===== config.mk =====
export PLATFORM = sky130hd
export DESIGN_NAME = dlsc_demosaic_vng6_seq
export DESIGN_NICKNAME = d
export VERILOG_FILES = /design/src/rtl/dlsc_demosaic_vng6_seq.sv
export SDC_FILE = /design/constraint.sdc
export NUM_CORES = 1
export LEC_CHECK = 0
export BUFFER_PORTS_ARGS = -buffer_cell sky130_fd_sc_hd__buf_2
export CELL_PAD_IN_SITES_DETAIL_PLACEMENT = 0
export CELL_PAD_IN_SITES_GLOBAL_PLACEMENT = 1
export CORE_ASPECT_RATIO = 2
export CORE_UTILIZATION = 34
export CTS_CLUSTER_DIAMETER = 80
export CTS_CLUSTER_SIZE = 28
export DETAILED_ROUTE_END_ITERATION = 10
export PLACE_DENSITY_LB_ADDON = 0.1
export SKIP_CTS_REPAIR_TIMING = 1
export SLEW_MARGIN = 20
export SYNTH_ARGS = -nofsm -noshare
export SYNTH_HDL_FRONTEND = slang
export SYNTH_SLANG_ARGS = --single-unit

===== constraint.sdc =====
create_clock -name clk -period 1.9 [get_ports clk]
set_input_delay 0.19 -clock clk [delete_from_list [all_inputs] [get_ports clk]]
set_output_delay 0.19 -clock clk [all_outputs]
set_load 0.02 [all_outputs]

===== src/rtl/dlsc_demosaic_vng6_seq.sv =====
// Slot sequencer for the VNG6 demosaic datapath: one pixel slot of STATES cycles, 2 flush slots per row.
// Latency: st is registered (advances one cycle after a dp_en=1 edge); all other outputs are combinational.
// Backpressure: input starvation at st==0 or out_ready=0 at st==STATES-1 drops dp_en and freezes everything.
//
// Ports:
//   clk, rst                : clock, synchronous active-high reset
//   in_valid / in_ready     : input column handshake (transfer in the same cycle as push)
//   out_valid / out_ready   : completed-pixel handshake, out_last marks the last pixel of a row
//   dp_en                   : datapath clock enable for every shift register
//   st, push, pad           : sub-state index, shift-register push strobe, flush-push select
//   stall_count             : stalled-cycle counter, live only when DLSC_DEMOSAIC_VNG6_SEQ_STATS_EN
//                             is defined, otherwise tied to 0

module dlsc_demosaic_vng6_seq #(
  parameter int STATES = 12,
  parameter int WIDTH  = 1024,
  parameter int XB     = 11
) (
  input  logic        clk,
  input  logic        rst,
  input  logic        in_valid,
  output logic        in_ready,
  input  logic        out_ready,
  output logic        out_valid,
  output logic        out_last,
  output logic        dp_en,
  output logic [3:0]  st,
  output logic        push,
  output logic        pad,
  output logic [31:0] stall_count
);

  localparam logic [3:0]    ST_LAST = 4'(STATES - 1);
  localparam logic [XB-1:0] X_PAD0  = XB'(WIDTH);
  localparam logic [XB-1:0] X_PAD1  = XB'(WIDTH + 1);
  localparam logic [XB-1:0] X_OUT0  = XB'(2);

  logic [XB-1:0] x;
  logic          st_first;
  logic          st_last;
  logic          in_slot;

  assign st_first = (st == 4'd0);
  assign st_last  = (st == ST_LAST);
  assign in_slot  = (x < X_PAD0);

  assign in_ready  = st_first && in_slot;
  assign push      = st_first && (!in_slot || in_valid);
  assign pad       = st_first && !in_slot;
  // The pipeline is two slots deep, so the first completed pixel appears in slot x=2.
  assign out_valid = st_last && (x >= X_OUT0);
  assign out_last  = out_valid && (x == X_PAD1);
  // Input and output stalls sit in different sub-states, so at most one applies.
  assign dp_en     = !((st_first && in_slot && !in_valid) || (out_valid && !out_ready));

  always_ff @(posedge clk) begin
    if (rst) begin
      st <= 4'd0;
      x  <= '0;
    end else if (dp_en) begin
      if (st_last) begin
        st <= 4'd0;
        x  <= (x == X_PAD1) ? '0 : x + XB'(1);
      end else begin
        st <= st + 4'd1;
      end
    end
  end

`ifdef DLSC_DEMOSAIC_VNG6_SEQ_STATS_EN
  always_ff @(posedge clk) begin
    if (rst) begin
      stall_count <= 32'd0;
    end else if (!dp_en && (stall_count != 32'hFFFF_FFFF)) begin
      stall_count <= stall_count + 32'd1;
    end
  end
`else
  assign stall_count = 32'd0;
`endif

endmodule


==> metrics.yaml, run 1 <==
cts_buffers: 3
synth_seq_cells: 15
initialDrtViolationCount: 20
placed_area_um2: 1200
mostFrequentLayoutCell: "conb_1"
ir_drop_v: 0.000389
r2r_slack_ps: 130
rsz0062_at_grt: "true"
die_w_um: 43.1
fin_area_um2: 1370
antenna_found_initial: 0
ctsHtreeMaxLevel: 1
layout-drive-gt1-share_pct: 27.5
io_pins: 46
ant_nets: 0
worstSetupPathType: "reg -> out"
max_stage_delay_ps: 400
synth_edf_count: 0
cts_tree: "done"
reg2reg_from: "x[1]$_SDFFE_PP0P_"
die_h_um: 84.2
via_per_inst: 4.95
setup_tns_ps: 0
cp-end-kind: "output port"
area_growth_pct: 19.4
synth_area_um2: 1150
whs_path_depth: 2
crit_slowest_cell: "or3b_4"
syn_inst: 140
clkSinkCount: 15
yosys.area.top_type_share_pct: 26.1
hold_path_class: "in -> reg"
synthArstFlopShare_pct: 0
place_hpwl_um: 2150
critPathMaxFanout: 5
synth_seq_area_share_pct: 26.1
yosysWarnings: 0
max_cap_violations: 0
cp.arrival_ps: 1660
vias: 981
start_util_pct: 36.0
yosysTopAreaCell: "dfxtp_1"
worstReg2RegEnd: "x[2]$_SDFFE_PP0P_"
cts_max_path_buffers: 2
core-area_um2: 3190
wirelength_um: 2750
total_power_mw: 0.849
hold_violations: 0
dieArea_um2: 3630
post-route-period-util_pct: 97.2
synth_ff_type: "dfxtp_1"
setup_viol: 0
path_cells: "inv_4 > ha_4 > or3b_4 > nor3_4 > nor2_1 > buf_4"
p_leak_nw: 0.601
hold_start: "rst"
diodes: 0
synth_cell_types: 39
fin_nets: 176
dp_cells: 190
layoutNonFillerInstCount: 198
clock_skew_ps: 1.66
gp_congestion: 0.789
synth.area.top_cells: "dfxtp_1, buf_4, ha_1"
first_pass_iters: 4
grtUsageTotal_pct: 15.5
cts_root_buffer: "clkbuf_8"
gr-total-overflow: 0
rows: 29
mostFrequentLayoutCells: "conb_1, buf_4, dfxtp_1, buf_2, nor2_1"
route.detailed.drc: 0
wl_per_cell_um: 13.9
grt_max_degree: 11
clk_latency_ps: 250
crit_required_ps: 1710
start_kind: "flip-flop"
r2r_cells: 6
grt_pass1_wl_um: 4330
port_buffers: 13
grt_pass1_vias: 929
clkTransAtPathRegs_ps: 60
outcome: "finished, final reports clean"
min_to: "st[0]$_SDFFE_PP0N_"
finalCriticalPeriod_ps: 1850
slew_violations: 0
avgSynthCellArea_um2: 8.21
power.density_nw_per_um2: 619
max_freq_mhz: 542
[worst max path at each step]
stage	start	to	slack [ps]	cells after the start
finish	st[1]$_SDFFE_PP0N_	dp_en	50	6
CTS	st[0]$_SDFFE_PP0N_	dp_en	-250	6
detailed placement	st[0]$_SDFFE_PP0N_	dp_en	30	6
floorplan	st[1]$_SDFFE_PP0N_	out_last	70	5
global placement	st[0]$_SDFFE_PP0N_	dp_en	80	6
global route	st[1]$_SDFFE_PP0N_	dp_en	-30	6
[metal layers]
metal / share of wire [%] / wire, µm / GRT usage (%) / up-vias
li1: - / - / - / 490
met1: 38 / 1030 / 16.1 / 468
met2: 59 / 1610 / 29.0 / 19
met3: 2.6 / 71 / 2.15 / 4
met4: 1.2 / 34 / 6.61 / 0
met5: 0 / 0 / 0 / -
[metrics by stage]
stage | setup slack [ps] | hold WS (ps) | utilization (%)
global placement | 79.2 | 503 | 37.7
finish | 53.8 | 248 | 43.0
floorplan | 67.8 | 478 | -
global route | -29.8 | 258 | 43.0
detailed placement | 35.0 | 516 | 37.7
CTS | -246 | 253 | 39.1
[worst max-delay path, delay by kind of cell (launching register included)]
| kind | cells | cell delay [ps] |
|---|---|---|
| and+or+nand+nor | 3 | 690 |
| DFF | 1 | 370 |
| buffers and inverters | 2 | 220 |
| adders and majority gates | 1 | 120 |
[power by group]
part	switching [mW]	internal [mW]	total [mW]
Clock	0.120	0.149	0.269
Combinational	0.150	0.0812	0.231
Sequential	0.0208	0.328	0.349
Total	0.291	0.558	0.849
[cell type report]
type	instances	area [µm²]
inverter	3	16.3
sequential	15	308
multi-input combinational	117	768
timing repair buffer	28	196
tap	31	38.8
clock buffer	4	45.0
fill	343	1820
[Yosys cell counts (all sizes together) (2+ instances only)]
| library cell | n |
|---|---|
| dfxtp | 15 |
| and2 | 3 |
| nand2 | 2 |
| ha | 4 |
| o21a | 2 |
| nand3 | 10 |
| nor4 | 3 |
| o21ai | 3 |
| nor2 | 11 |
| nand4 | 2 |
| nor3 | 3 |
| clkbuf | 2 |
| a21oi | 8 |
| buf | 34 |
| inv | 3 |
| and3 | 4 |
| xor2 | 5 |
| o31ai | 3 |
| or4 | 4 |
| a31oi | 3 |
[registers in the layout, indices dropped and copies added (netlist names)]
| register | flops |
|---|---|
| st | 4 |
| x | 11 |
[logic make-up (layout without fill, tap and decap cells)]
logic type	Yosys count	in the layout	share of synthesized area (%)
xor+xnor	5	5	3.81
other cells	1	32	0.326
compound gates	25	25	14.4
flops	15	15	26.1
buf+inv	39	35	23.3
fa+ha+maj	4	4	4.35
simple gates	51	51	27.7
Note: power is estimated with default switching activity, not from simulation.
==> inputs of run 2 (changes only) <==
==> constraint.sdc (replaced) <==
create_clock -name clk -period 1.9 [get_ports clk]
set_input_delay 0 -clock clk [delete_from_list [all_inputs] [get_ports clk]]
set_output_delay 0 -clock clk [all_outputs]
set_load 0.02 [all_outputs]
==> metrics.yaml, run 2 (synthesis results as in run 1) <==
outcome: "finished, final reports clean"
vias: 995  # +1.4%
antenna_found_initial: 0  # unchanged
cts_root_buffer: "clkbuf_8"
ir_drop_v: 0.000617  # +59%
wl_per_cell_um: 13.5  # -2.9%
rsz0062_at_grt: "false"
mostFrequentLayoutCell: "conb_1"
port_buffers: 13  # unchanged
worstReg2RegEnd: "x[1]$_SDFFE_PP0P_"
die_h_um: 84.2  # unchanged
post-route-period-util_pct: 92.3  # -4.8 points
utilization_pct: 39.9  # -3.1 points
timing.critical_path.from: "st[0]$_SDFFE_PP0N_"
endpoint: "x[1]$_SDFFE_PP0P_"
ctsHtreeMaxLevel: 1  # unchanged
grt_pass1_wl_um: 4150  # -4.2%
pre_cts_ws_ps: -22.5  # -57.4 ps
r2r_slack_ps: 150  # +20 ps
diodes: 0  # unchanged
largest_register_ffs: 11  # unchanged
crit_slowest_cell: "or4_1"
cts_max_path_buffers: 2  # unchanged
via_per_inst: 5.10  # +3.0%
reg2reg_from: "st[0]$_SDFFE_PP0N_"
max_freq_mhz: 570  # +5.2%
worstSetupPathType: "reg -> reg"
dieArea_um2: 3630  # unchanged
first_pass_iters: 4  # unchanged
cp.buffers_inverters: 1  # -1
clkTransAtPathRegs_ps: 70  # about the same
route.detailed.drc: 0  # unchanged
clock_skew_ps: 6.50  # +4.84 ps
largestRegisters: "x: 11 flops, st: 4 flops"
layout-drive-gt1-share_pct: 22.6  # -5.0 points
max_cap_violations: 0  # unchanged
cts_buffers: 3  # unchanged
crit_family: "simple AND/OR/NAND/NOR gates"
worstSetupPathDepth: 5  # -1
cp-end-kind: "flip-flop"
gp_congestion: 0.740  # -6.2%
slew_violations: 0  # unchanged
cp.arrival_ps: 1950  # +290 ps
start_kind: "flip-flop"
grtUsageTotal_pct: 14.6  # -0.91 points
path_cells: "ha_2 > nand3b_1 > buf_4 > or4_1 > a21oi_1"
power.density_nw_per_um2: 647  # +4.6%
cts_tree: "done"
max_stage_delay_ps: 500  # +100 ps
placed_area_um2: 1200  # -0.52%
gr-total-overflow: 0  # unchanged
hold_path_class: "in -> reg"
critPathMaxFanout: 7  # +2
r2r_cells: 5  # -1
p_leak_nw: 0.570  # -5.2%
fin_area_um2: 1270  # -7.2%
ant_nets: 0  # unchanged
fin_nets: 173  # -1.7%
holdWs_ps: 41.8  # -206 ps
die_w_um: 43.1  # unchanged
place_hpwl_um: 2130  # -0.77%
io_pins: 46  # unchanged
wirelength_um: 2630  # -4.4%
clkSinkCount: 15  # unchanged
crit_required_ps: 2090  # +380 ps
finalCriticalPeriod_ps: 1750  # -91.8 ps
mostFrequentLayoutCells: "conb_1, dfxtp_1, buf_2, buf_4, nor2_1"
grt_pass1_vias: 916  # -1.4%
grt_max_degree: 11  # unchanged
setup_viol: 0  # unchanged
core-area_um2: 3190  # unchanged
clk_latency_ps: 260  # about the same
rows: 29  # unchanged
initialDrtViolationCount: 23  # +15%
hold_violations: 0  # unchanged
start_util_pct: 36.0  # unchanged
top_register: "x"
area_growth_pct: 10.8
fin_ws_ps: 146  # +91.8 ps
[run 2: cell count changes in the layout (fill, tap and decap cells not counted), sizes merged]
| cell | before | now |
|---|---|---|
| buf | 28 | 25 |
| clkbuf | 4 | 3 |
| clkinv | 0 | 1 |
[run 2: worst reg2reg max path: stages, from the launching register on]
cell and delay [ps]:
dfxtp_1 380, ha_2 250, nand3b_1 190, buf_4 230
or4_1 500, a21oi_1 150
[run 2: how the worst min path moves through the flow]
stage / to / cells past startpoint / from / slack [ps]
4_1_cts: x[2]$_SDFFE_PP0P_ / 2 / rst / 40
6_report: x[2]$_SDFFE_PP0P_ / 2 / rst / 40
2_1_floorplan: push / 2 / in_valid / 210
3_5_place_dp: st[2]$_SDFFE_PP0N_ / 2 / rst / 310
3_3_place_gp: st[2]$_SDFFE_PP0N_ / 2 / rst / 310
5_1_grt: x[1]$_SDFFE_PP0P_ / 2 / rst / 70
[run 2: final cells by class]
cell class	instances	area (µm²)
multi-input cells	117	721
fillers	361	1920
clock buffers	3	41.3
flip-flops and latches	15	302
inverters	3	11.3
well taps	31	38.8
clock inverters	1	5.00
repair buffers	25	155
[run 2: per-stage QoR]
stage / std cells / TNS, ps / power [mW]
finish: 195 / 0 / 0.824
global route: 195 / 0 / 0.861
CTS: 194 / -126 / 0.808
detailed placement: 190 / -22.5 / 0.538
global placement: 190 / 0 / 0.538
floorplan: 171 / 0 / 0.544
[run 2: power by group]
part | switching [mW] | internal (mW)
combinational | 0.147 | 0.0679
sequential | 0.0131 | 0.325
clock | 0.126 | 0.146
[run 2: routing by layer]
layer	part of all wire, %	global-route usage [%]
met3	3.4	1.94
met5	0	0
met4	2.0	4.13
met1	36	14.5
met2	58	29.0
==> inputs of run 3 (changes only) <==
CORE_UTILIZATION = 37   (was 34)
REMOVE_ABC_BUFFERS = 1   (was default)
clock period = 2.1 ns   (was 1.9 ns; I/O delays follow)
==> metrics.yaml, run 3 (synthesis results as in run 1) <==
post-route-period-util_pct: 90.4
cp.arrival_ps: 1900  # -50 ps
clkSinkCount: 15  # unchanged
port_buffers: 13  # unchanged
area_growth_pct: 5.22
route.detailed.drc: 0  # unchanged
wl_per_cell_um: 13.6  # +1.2%
mostFrequentLayoutCells: "conb_1, dfxtp_1, buf_2, nor2_1, nand3_1"
clkTransAtPathRegs_ps: 60  # about the same
grt_pass1_wl_um: 4110  # -0.99%
io_pins: 46  # unchanged
ctsHtreeMaxLevel: 1  # unchanged
finalCriticalPeriod_ps: 1900
fin_ws_ps: 201  # +55.6 ps
cts_tree: "done"
mostFrequentLayoutCell: "conb_1"
p_seq_share_pct: 41.5  # +0.4 points
hold_violations: 0  # unchanged
max_cap_violations: 0  # unchanged
gp_congestion: 0.803  # +8.5%
setup_viol: 0  # unchanged
largestRegisters: "x: 11 flops, st: 4 flops"
antenna_found_initial: 0  # unchanged
pre_cts_ws_ps: 288  # +310 ps
cts_root_buffer: "clkbuf_8"
ir_drop_v: 0.000438  # -29%
max_freq_mhz: 527
fillers: 337  # -6.6%
intPower_mw: 0.481  # -11%
die_w_um: 41.4  # -3.9%
grt_max_degree: 11  # unchanged
combPwrFrac_pct: 25.0  # -1.0 points
cts_max_path_buffers: 2  # unchanged
outcome: "finished, final reports clean"
place_hpwl_um: 2100  # -1.6%
rows: 28  # -3.4%
setup_tns_ps: 0  # unchanged
wirelength_um: 2580  # -1.9%
grt_pass1_vias: 881  # -3.8%
p_sw_share_pct: 33.8  # -0.79 points
gr-total-overflow: 0  # unchanged
via_per_inst: 5.10  # about the same
top_register: "x"
clock_skew_ps: 2.05  # -4.45 ps
initialDrtViolationCount: 13  # -43%
first_pass_iters: 4  # unchanged
clk_latency_ps: 250  # about the same
cp-end-kind: "output port"
largest_register_ffs: 11  # unchanged
core-area_um2: 2940  # -7.8%
diodes: 0  # unchanged
ant_nets: 0  # unchanged
slew_violations: 0  # unchanged
worstSetupPathType: "reg -> out"
fin_nets: 168  # -2.9%
layout-drive-gt1-share_pct: 17.0  # -5.6 points
start_util_pct: 39.1  # +3.1 points
critPathMaxFanout: 5  # -2
grtUsageTotal_pct: 16.2  # +1.6 points
vias: 964  # -3.1%
hold_path_class: "in -> reg"
power.density_nw_per_um2: 601  # -7.2%
rsz0062_at_grt: "false"
start_kind: "flip-flop"
die_h_um: 80.8  # -4.0%
p_clk_share_pct: 33.4  # +0.5 points
p_leak_nw: 0.541  # -5.1%
cts_buffers: 3  # unchanged
dieArea_um2: 3350  # -7.8%
p_sw_mw: 0.246  # -14%
crit_required_ps: 2100  # about the same
-- run 3: through the flow --
stage | cells | power (mW) | utilization (%) | hold WS [ps] | cell area, µm²
5_1_grt | 189 | 0.763 | 41.1 | 99.3 | 1210
3_5_place_dp | 185 | 0.489 | 39.6 | 343 | 1160
4_1_cts | 189 | 0.735 | 41.1 | 74.0 | 1210
6_report | 189 | 0.727 | 41.1 | 56.6 | 1210
3_3_place_gp | 185 | 0.490 | 39.6 | 338 | 1160
2_1_floorplan | 135 | 0.444 | - | 69.1 | 1010
-- run 3: final timing paths --
check                startpoint            endpoint  slack [ps]  cells after the start
max          st[1]$_SDFFE_PP0N_               dp_en         200                      6
min                         rst  st[0]$_SDFFE_PP0N_          60                      2
max reg2reg  st[1]$_SDFFE_PP0N_  st[1]$_SDFFE_PP0N_         290                      6
min reg2reg   x[8]$_SDFFE_PP0P_   x[8]$_SDFFE_PP0P_         520                      2
-- run 3: cell type report --
cell class / instances / area, µm² / area share [%]
Sequential cell: 15 / 300 / 24.8
Clock buffer: 4 / 45.0 / 3.72
Inverter: 3 / 11.3 / 0.931
Timing Repair Buffer: 20 / 118 / 9.72
Tap cell: 30 / 37.5 / 3.10
Multi-Input combinational cell: 117 / 698 / 57.7
-- run 3: worst max-delay path, cell delays in order (launching register included) --
cell     delay [ps]
dfxtp_1         340
inv_1            60
ha_1            160
or3b_2          480
nor3_1          350
nor2_1           90
buf_2           170
-- run 3: power by group through the flow --
stage	sequential [mW]	combinational, mW	clock [mW]
2_1_floorplan	0.320	0.124	0
3_3_place_gp	0.308	0.181	0
3_5_place_dp	0.308	0.181	0
4_1_cts	0.302	0.182	0.251
5_1_grt	0.304	0.200	0.260
6_report	0.302	0.182	0.243
-- run 3: metal layers --
| metal | track usage, % | up-vias | wire (µm) |
|---|---|---|---|
| met4 | 9.35 | 0 | 79 |
| met1 | 15.0 | 448 | 875 |
| met2 | 32.2 | 36 | 1530 |
| li1 | - | 473 | - |
| met3 | 2.22 | 7 | 94 |
| met5 | 0 | - | 0 |
